File: config.mk
export PLATFORM = sky130hd
export DESIGN_NAME = serpent_bitslice_perm
export DESIGN_NICKNAME = d
export VERILOG_FILES = /design/src/rtl/serpent_bitslice_perm.sv
export SDC_FILE = /design/constraint.sdc
export NUM_CORES = 1
export LEC_CHECK = 0
export CAP_MARGIN = 20
export CORE_ASPECT_RATIO = 0.5
export CORE_MARGIN = 1.5
export CORE_UTILIZATION = 51
export CTS_BUF_LIST = sky130_fd_sc_hd__clkbuf_4
export DETAILED_ROUTE_END_ITERATION = 6
export GPL_ROUTABILITY_DRIVEN = 0
export GPL_TIMING_DRIVEN = 0
export PLACE_DENSITY = 0.84
export SLEW_MARGIN = 20
export SYNTH_ARGS = -nofsm -noshare
export SYNTH_HDL_FRONTEND = slang
export SYNTH_SLANG_ARGS = --single-unit
File: constraint.sdc
create_clock -name i_clk -period 11.65 [get_ports i_clk]
set_input_delay 3.495 -clock i_clk [delete_from_list [all_inputs] [get_ports i_clk]]
set_output_delay 3.495 -clock i_clk [all_outputs]
set_load 0.01 [all_outputs]
File: src/rtl/serpent_bitslice_perm.sv
// Serpent bitslice initial/final permutation with a 2-entry in-order output buffer.
// Each block is permuted on entry and carries its own direction bit through the buffer.
module serpent_bitslice_perm #(
  parameter int NWORDS = 4,
  parameter int WORD_W = 32
) (
  input  logic                     i_clk,
  input  logic                     i_rst,
  input  logic                     i_clear,
  input  logic                     i_valid,
  output logic                     o_ready,
  input  logic                     i_mode,
  input  logic [NWORDS*WORD_W-1:0] i_data,
  output logic                     o_valid,
  input  logic                     i_ready,
  output logic                     o_mode,
  output logic [NWORDS*WORD_W-1:0] o_data,
  output logic [1:0]               o_level
);

  localparam int W = NWORDS * WORD_W;

  // Bit b of slice word w moves to position NWORDS*b + w.
  function automatic logic [W-1:0] perm_ip(input logic [W-1:0] x);
    logic [W-1:0] y;
    y = {W{1'b0}};
    for (int w = 0; w < NWORDS; w++) begin
      for (int b = 0; b < WORD_W; b++) begin
        y[NWORDS*b + w] = x[WORD_W*w + b];
      end
    end
    return y;
  endfunction

  function automatic logic [W-1:0] perm_fp(input logic [W-1:0] x);
    logic [W-1:0] y;
    y = {W{1'b0}};
    for (int w = 0; w < NWORDS; w++) begin
      for (int b = 0; b < WORD_W; b++) begin
        y[WORD_W*w + b] = x[NWORDS*b + w];
      end
    end
    return y;
  endfunction

  logic [1:0]   cnt;
  logic [1:0]   cnt_nxt;
  logic         push;
  logic         pop;
  logic [W-1:0] entry_data;
  logic [W-1:0] head_data_nxt;
  logic         head_mode_nxt;
  logic [W-1:0] tail_data;
  logic [W-1:0] tail_data_nxt;
  logic         tail_mode;
  logic         tail_mode_nxt;

  // Next-state computation for the buffer; o_data/o_mode are the head entry itself.
  always_comb begin
    push          = i_valid & o_ready;
    pop           = o_valid & i_ready;
    entry_data    = i_mode ? perm_fp(i_data) : perm_ip(i_data);
    cnt_nxt       = cnt;
    head_data_nxt = o_data;
    head_mode_nxt = o_mode;
    tail_data_nxt = tail_data;
    tail_mode_nxt = tail_mode;
    if (i_clear) begin
      cnt_nxt = 2'd0;
    end else begin
      case ({push, pop})
        2'b10: begin
          if (cnt == 2'd0) begin
            head_data_nxt = entry_data;
            head_mode_nxt = i_mode;
          end else begin
            tail_data_nxt = entry_data;
            tail_mode_nxt = i_mode;
          end
          cnt_nxt = cnt + 2'd1;
        end
        2'b01: begin
          head_data_nxt = tail_data;
          head_mode_nxt = tail_mode;
          cnt_nxt       = cnt - 2'd1;
        end
        // Push with pop only happens at one entry held: the new block becomes the head.
        2'b11: begin
          head_data_nxt = entry_data;
          head_mode_nxt = i_mode;
          cnt_nxt       = cnt;
        end
        default: begin
          cnt_nxt = cnt;
        end
      endcase
    end
  end

  // Buffer state and registered handshake/status outputs.
  always_ff @(posedge i_clk or posedge i_rst) begin
    if (i_rst) begin
      cnt       <= 2'd0;
      o_valid   <= 1'b0;
      o_ready   <= 1'b1;
      o_level   <= 2'd0;
      o_mode    <= 1'b0;
      o_data    <= {W{1'b0}};
      tail_mode <= 1'b0;
      tail_data <= {W{1'b0}};
    end else begin
      cnt       <= cnt_nxt;
      o_valid   <= (cnt_nxt != 2'd0);
      o_ready   <= (cnt_nxt != 2'd2);
      o_level   <= cnt_nxt;
      o_mode    <= head_mode_nxt;
      o_data    <= head_data_nxt;
      tail_mode <= tail_mode_nxt;
      tail_data <= tail_data_nxt;
    end
  end

endmodule

Word-level counts from Yosys, hierarchy flattened

Index checks and enable logic that the tools add are counted.
Widths: inputs -> output; s select.

$add $sub $neg: 2
Multipliers: 0
Div/mod/pow operators: 0
Order comparisons: 0
Eq/ne operators: 5
Shift operators: 0
Muxes and demuxes: 7
Bitwise operators: 4
Reductions and logical operators: 5

Operators by type and width:

| kind                | number |
|---|---|
| $pmux 128 s3        | 1 |
| $mux 128            | 1 |
| $mux 127            | 1 |
| $reduce_and 3->1    | 2 |
| $eq 2x2->1 const B  | 2 |
| $ne 2x2->1 const B  | 2 |
| $pmux 2 s2          | 1 |
| $pmux 1 s3          | 1 |
| $reduce_bool 3->1   | 1 |
| $add 2x1->2 const B | 1 |
| $and 1x1->1         | 2 |
| $eq 2x1->1 const B  | 1 |
| $logic_not 2->1     | 1 |
| $mux 2              | 1 |
| $not 1->1           | 2 |
| $reduce_bool 2->1   | 1 |
| $sub 2x1->2 const B | 1 |
| $mux 1              | 1 |

Register bits after elaboration: 262
Bits in latches: 0
Bits in writable memories: 0
ROM bits: 0
Input bits: 134
Output and inout bits: 133
Memories kept: 0

Logic depth before layout (Yosys ltp)

Gate-level depths: netlist of the first run.

Depth after elaboration: 5
Mapped depth: 9
Depth with buffers taken out: 6

Least setup slack after synthesis of the first run

OpenSTA, ideal clock, no wires.

Path type: input port to flip-flop
Start point: input i_ready
End point: register tail_data[0]
Library setup time: 125 ps
Data arrival time: 4834 ps
Data required time: 11525 ps
Setup slack: 6691 ps
Stages: 9
Cells stage by stage: and2_1 inv_1 ha_1 o21a_1 nand2b_1 buf_2 buf_6 buf_6 mux2_4

Word-level cells in the longest chain between the ends: 3

RTL lines:

| element                    | RTL line | source |
|---|---|---|
| start: declaration         | 15       | `input logic i_ready,` |
| $and 1x1->1                | 61       | `pop = o_valid & i_ready;` |
| $eq 2x2->1                 | 71       | `case ({push, pop})` |
| $reduce_and 3->1 (no line) | --       |  |
| end signal: assignment     | 110      | `tail_data <= {W{1'b0}};` |
| end signal: assignment     | 119      | `tail_data <= tail_data_nxt;` |
| end: declaration           | 53       | `logic [W-1:0] tail_data;` |

Every way passes these cells.
A chain may end at the register's enable or synchronous reset.

==> results of run 1 <==
==> cells by family after synthesis <==
kind of cell,count (synthesis),share of synthesized area
muxes,322,0.2759
adders and majority gates,3,0.002961
xor gates and xnor gates,2,0.001382
and+or+nand+nor,43,0.02092
DFF,262,0.5172
AOI/OAI and AO/OA,326,0.1455
buffers and inverters,98,0.03611
==> cell usage after synthesis, types with 2 or more instances <==
cell	instances
a21o_1	31
xnor2_1	2
buf_4	2
a2111oi_0	29
buf_2	29
mux2_4	9
clkbuf_1	54
buf_6	6
dfrtp_1	261
nand2b_1	2
mux2_2	184
inv_1	3
ha_1	3
buf_1	2
nor2b_1	34
a2111oi_2	2
o21ai_0	259
mux2i_1	129
==> stage by stage <==
step | setup TNS (ns) | worst slack (ns)
global placement | -486.81 | -1.899
detailed placement | 0 | 5.711
CTS | 0 | 6.304
global route | 0 | 6.271
floorplan | 0 | 0.9448
finish | 0 | 6.337
==> final timing paths <==
check,endpoint,slack (ns),cells past startpoint
worst min-delay path,o_data[118]$_DFFE_PP0P_,0.48,1
min in group asynchronous,o_data[117]$_DFFE_PP0P_,3.20,2
worst max-delay path,o_level[1],6.34,1
max in group asynchronous,o_data[33]$_DFFE_PP0P_,7.09,4
worst max register to register,o_data[33]$_DFFE_PP0P_,9.05,8
worst min register to register,o_data[118]$_DFFE_PP0P_,0.48,1
==> sequential cells by signal, summed over array words and instances, names as in the netlist <==
name       cells
o_ready        1
tail_mode      1
tail_data    128
cnt            2
o_mode         1
o_valid        1
o_data       128
==> routing by layer <==
layer  part of all wire  vias up  track usage
li1                   -     4556            -
met1               0.41     5349       0.4099
met2               0.47      512       0.5065
met3              0.079      134      0.08109
met4              0.042        2       0.1508
met5            0.00029        -            0
==> power by group through the flow <==
stage	registers (mW)	clock network, mW	logic, mW
finish	1.50	0.758	1.11
CTS	1.49	0.763	1.11
detailed placement	1.51	0	1.10
global route	1.53	0.814	1.19
floorplan	1.52	0	0.502
global placement	1.49	0	1.06
==> area by class of cell <==
class                           count  area [um2]  area share
Buffer                             94       442.9     0.02670
Inverter                            4       22.52    0.001358
Antenna cell                        1       2.502   0.0001509
Clock buffer                       92       690.7     0.04164
Timing Repair Buffer              266        2698      0.1626
Clock inverter                     16       88.84    0.005356
Multi-Input combinational cell    696        5664      0.3415
Sequential cell                   262        6558      0.3953
Tap cell                          336       420.4     0.02535
==> metrics.md, run 1 <==
| Metric | Value |
|---|---|
| Placed Cells | 1658 |
| Die area | 25870 um2 |
| Chip width | 226.0 um |
| Slew at the pin closest to its max-slew limit | 0.9244 ns |
| Post-synth ARST share | 1.000 |
| Post-Synthesis Cells | 1056 |
| Most common cell after layout, fill and taps aside | clkdlybuf4s50_1 |
| Clk_skew | 0.04119 ns |
| Worst Hold Class | register to register |
| Clock transition at path regs | 0.08 ns |
| RSZ-0062 raised after global routing | no |
| Most frequent cells in the layout | 264 x clkdlybuf4s50_1, 261 x dfrtp_1, 259 x o21ai_0, 184 x mux2_2, 129 x mux2i_1 |
| Via Count | 10550 |
| Final Hold Slack | 0.4788 ns |
| Initial Util | 0.5235 |
| Rel. slew slack | 0.3838 |
| Final Critical Period | 5.313 ns |
| CP Launch Type | register |
| Worst-path cell chain | clkdlybuf4s50_1 |
| Critical path peak fanout | 8 |
| Quantity of hold-fixing buffers added after cts | 0 |
| Synth-to-Final Area Change | 30.82% |
| Layout cells sized above 1 | 0.2350 |
| Design area | 16590 um2 |
| Largest stage delay, worst path | 0.60 ns |
| Combinational power share | 0.330 |
| Hold Path Origin | o_data[118]$_DFFE_PP0P_ |
| Synth cell types | 33 |
| Sw Share | 0.3241 |
| Final wirelength | 40760 um |
| Detail Route Antenna Nets | 0 |
| Power Dens Cells | 203.5 nW/um2 |
| DR vias/cell | 5.972 |
| Initial antenna violation count | 2 |
| Top cells by area, synth | dfrtp_1 52%, mux2_2 16%, o21ai_0 10% |
| Post-synth net total | 1193 |
| Post-detail-place hpwl | 30050 um |
| H-tree levels | 2 |
| Leak Pwr | 7.603 nW |
| Setup-failing EPs final | 0 |
| CTS buffer count | 59 |
| Clock group share of total power | 0.225 |
| Sequential fraction of design power | 0.445 |
| Internal | 2.281 mW |
| Critical path endpoint category | output pin |
| Main synth FF type | dfrtp_1 |
| Largest net degree at the start of global routing | 100 |
| Std cell rows | 40 |
| Die Ht | 114.5 um |
| Net switching power | 1.094 mW |
| Vias in the first global route | 10850 |
| Crit path required time | 8.16 ns |
| First-pass GRT wire length | 61760 um |
| CTS Sinks | 262 |
| Status | complete, no violations |
| Max cap viols | 0 |
| Worst reg2reg startpoint | o_ready$_DFF_PP1_ |
| 1st-iter DRT viols | 1019 |
| Yosys Warn Count | 0 |
| Sequential-to-total area share from yosys stat | 0.5172 |
| Gr usage total | 0.3179 |
| Buf/Inv on CP | 1 |
| CP max-delay cell | clkdlybuf4s50_1 |
| Max frequency | 188.2 MHz |
| Cell Area, Synth | 12680 um2 |
| Number of port buffers | 264 |
| Placed Area | 15810 um2 |
| Drt drc | 0 |
| DRT Pass-1 Iters | 5 |
| Setup Buffers After CTS | 0 |
| Clock tree from TritonCTS | done |
| CP Class | register to output pin |
| Finished Layout Cells | 1767 |
| Core Util, Final | 0.6848 |
| Worst EP arrival | 1.82 ns |
| FILL cells | 1754 |
| Syn_area_per_cell | 12.01 um2 |
| Total Power | 3.375 mW |
| WL per Instance | 23.07 um |
| Top-area cell type share of the netlist area | 0.5151 |
| Clk root buf | clkbuf_4 |
| Launch point of the worst path | cnt[1]$_DFF_PP0_ |
| Core region area | 24220 um2 |
| Post-synth EDFFs | 0 |
| VDD IR max | 70.72 uV |
| Remaining global-route overflow | 0 |
| Io pins | 267 |
| Nets | 1520 |
| Period utilisation layout | 0.4561 |
| Post-synth top area cell | dfrtp_1 |
| CTS Buffer Depth | 3 |
| Number of synthesized register bits | 262 |
| Delay-heaviest family, CP | buffers and inverters |
| Max-slew violation count | 0 |
| Skew-Pair Late Insertion Delay | 0.75 ns |
| CTS resizes | 0 |
| Final hold viol count | 0 |
Power figures use the tool's default switching activity.
==> inputs of run 2 (changes only) <==
==> constraint.sdc (replaced) <==
create_clock -name i_clk -period 5.4 [get_ports i_clk]
set_input_delay 1.62 -clock i_clk [delete_from_list [all_inputs] [get_ports i_clk]]
set_output_delay 1.62 -clock i_clk [all_outputs]
set_load 0.01 [all_outputs]
==> run 2 against run 1 <==
Design area grew 0.32%. Global-route usage decreased by 0.55 points. Clock-buffer cell count down 3. Non-clock buffer count up 6. Cell count decreased by 0.17%. Highest routed layer is now met4. Register-to-register slack got worse by 6.2 ns. Sequential share of layout area is 0.13 points lower. Wire length fell by 0.38%. Utilization up 0.22 points. Sequential cell count stayed put. Critical path depth stayed put. Clock power grew 110%.
==> metrics.md, run 2 (synthesized netlist as in run 1, its figures left out) <==
| Metric | Value |
|---|---|
| DR vias/cell | 5.952 (-0.34%) |
| Worst reg2reg startpoint | o_ready$_DFF_PP1_ |
| Worst Hold Class | register to register |
| Setup WS pre-CTS | 1.364 ns (-4.347 ns) |
| Hold Path Origin | o_data[114]$_DFFE_PP0P_ |
| Most frequent cells in the layout | 264 x clkdlybuf4s50_1, 261 x dfrtp_1, 259 x o21ai_0, 184 x mux2_2, 129 x mux2i_1 |
| Area of the multi-input gates | 5664 um2 (unchanged) |
| WL per Instance | 23.02 um (-0.21%) |
| Rel. slew slack | 0.4374 (+0.05367) |
| Drt drc | 0 (unchanged) |
| Detail Route Antenna Nets | 0 (unchanged) |
| Delay-heaviest family, CP | buffers and inverters |
| Storage cell area | 6558 um2 (unchanged) |
| H-tree levels | 2 (unchanged) |
| Worst r2r path cells | 8 (unchanged) |
| VDD IR max | 178.8 uV (+150%) |
| Design area | 16640 um2 (+0.32%) |
| Leak Pwr | 7.619 nW (+0.21%) |
| CTS resizes | 0 (unchanged) |
| Final hold viol count | 0 (unchanged) |
| Placed Area | 15910 um2 (+0.64%) |
| First-pass GRT wire length | 60500 um (-2.0%) |
| Clock transition at path regs | 0.07 ns (about the same) |
| Critical path endpoint category | output pin |
| Power Dens Cells | 435.1 nW/um2 (+110%) |
| Clk_skew | 0.06156 ns (+0.02036 ns) |
| Io pins | 267 (unchanged) |
| Setup-failing EPs final | 0 (unchanged) |
| CTS Buffer Depth | 3 (unchanged) |
| Skew-Pair Late Insertion Delay | 0.77 ns (+0.02 ns) |
| Initial antenna violation count | 1 (-1) |
| Reg-to-Reg End | o_data[33]$_DFFE_PP0P_ |
| FILL cells | 1751 (-0.17%) |
| Status | complete, no violations |
| Max-slew violation count | 0 (unchanged) |
| CP Launch Type | register |
| R2R setup slack | 2.87 ns (-6.18 ns) |
| Die area | 25870 um2 (unchanged) |
| Core region area | 24220 um2 (unchanged) |
| Std cell rows | 40 (unchanged) |
| Worst-path cell chain | clkdlybuf4s50_1 |
| Synth-to-Final Area Change | 31.24% |
| Hold path depth | 1 (unchanged) |
| Core Util, Final | 0.6870 (+0.002221) |
| Hold Path Sink | o_data[114]$_DFFE_PP0P_ |
| Final Critical Period | 3.397 ns |
| Vias in the first global route | 10630 (-2.0%) |
| Buf/Inv on CP | 1 (unchanged) |
| CP Class | register to output pin |
| Worst EP arrival | 1.78 ns (-0.04 ns) |
| Largest stage delay, worst path | 0.59 ns (about the same) |
| Final wirelength | 40600 um (-0.38%) |
| Max cap viols | 0 (unchanged) |
| Max frequency | 294.4 MHz |
| Biggest regs | o_data: 128 flops, tail_data: 128 flops, cnt: 2 flops |
| CTS Sinks | 262 (unchanged) |
| Layout cells sized above 1 | 0.2362 (+0.001195) |
| Setup Buffers After CTS | 0 (unchanged) |
| Largest net degree at the start of global routing | 35 (-65%) |
| DRT Pass-1 Iters | 5 (unchanged) |
| Die Ht | 114.5 um (unchanged) |
| Nets | 1526 (+0.39%) |
| Initial Util | 0.5235 (unchanged) |
| Gr usage total | 0.3123 (-0.005541) |
| Remaining global-route overflow | 0 (unchanged) |
| Most common cell after layout, fill and taps aside | clkdlybuf4s50_1 |
| Number of port buffers | 264 (unchanged) |
| Quantity of hold-fixing buffers added after cts | 0 (unchanged) |
| CTS buffer count | 59 (unchanged) |
| CP max-delay cell | clkdlybuf4s50_1 |
| PnR worst setup slack | 2.003 ns (-4.333 ns) |
| RSZ-0062 raised after global routing | no |
| Period utilisation layout | 0.6290 |
| Chip width | 226.0 um (unchanged) |
| 1st-iter DRT viols | 1132 (+11%) |
| Post-detail-place hpwl | 30440 um (+1.3%) |
| Via Count | 10500 (-0.51%) |
| Crit path required time | 3.78 ns (-4.38 ns) |
| Critical path peak fanout | 8 (unchanged) |
| Slew at the pin closest to its max-slew limit | 0.8439 ns (-0.08051 ns) |
| Setup TNS | 0 ns (unchanged) |
| Clock tree from TritonCTS | done |
| Clk root buf | clkbuf_4 |
==> run 2: cell count changes in the layout (fill, tap and decap cells not counted), sizes merged <==
cell / delta
clkinv: -6
inv: -1
buf: +6
clkinvlp: +1
clkbuf: -3
==> run 2: layout make-up <==
cell class | count | area share
Clock inverter | 10 | 0.003835
Multi-Input combinational cell | 696 | 0.3404
Inverter | 4 | 0.001128
Buffer | 94 | 0.02662
Tap cell | 336 | 0.02526
Timing Repair Buffer | 272 | 0.1684
Sequential cell | 262 | 0.3941
Clock buffer | 89 | 0.04015
Antenna cell | 1 | 0.0001504
==> run 2: through the flow <==
stage | power [mW] | hold WS, ns | cells
2_1_floorplan | 4.374 | 0.4747 | 1056
3_3_place_gp | 5.498 | 0.4661 | 1656
3_5_place_dp | 5.646 | 0.4675 | 1664
4_1_cts | 7.220 | 0.4834 | 1763
5_1_grt | 7.598 | 0.5023 | 1764
6_report | 7.240 | 0.4753 | 1764
==> run 2: how the worst max path moves through the flow <==
stage                     startpoint                     end  cells after the start
finish              cnt[1]$_DFF_PP0_              o_level[1]                      1
floorplan                      i_rst        cnt[0]$_DFF_PP0_                      1
CTS                 cnt[1]$_DFF_PP0_              o_level[1]                      1
global route        cnt[1]$_DFF_PP0_              o_level[1]                      1
detailed placement           i_valid  o_data[33]$_DFFE_PP0P_                      9
global placement               i_rst  o_data[30]$_DFFE_PP0P_                      2
==> run 2: power by group <==
| part | switching, mW | internal, mW |
|---|---|---|
| combinational | 1.07 | 1.33 |
| sequential | 0.468 | 2.78 |
| clock | 0.804 | 0.789 |
==> run 2: layer usage <==
layer | global-route usage | vias to the layer above | share of wire
li1 | - | 4558 | -
met1 | 0.4072 | 5245 | 0.40
met2 | 0.4993 | 590 | 0.47
met3 | 0.07596 | 106 | 0.091
met4 | 0.1387 | 0 | 0.036
met5 | 0 | - | 0
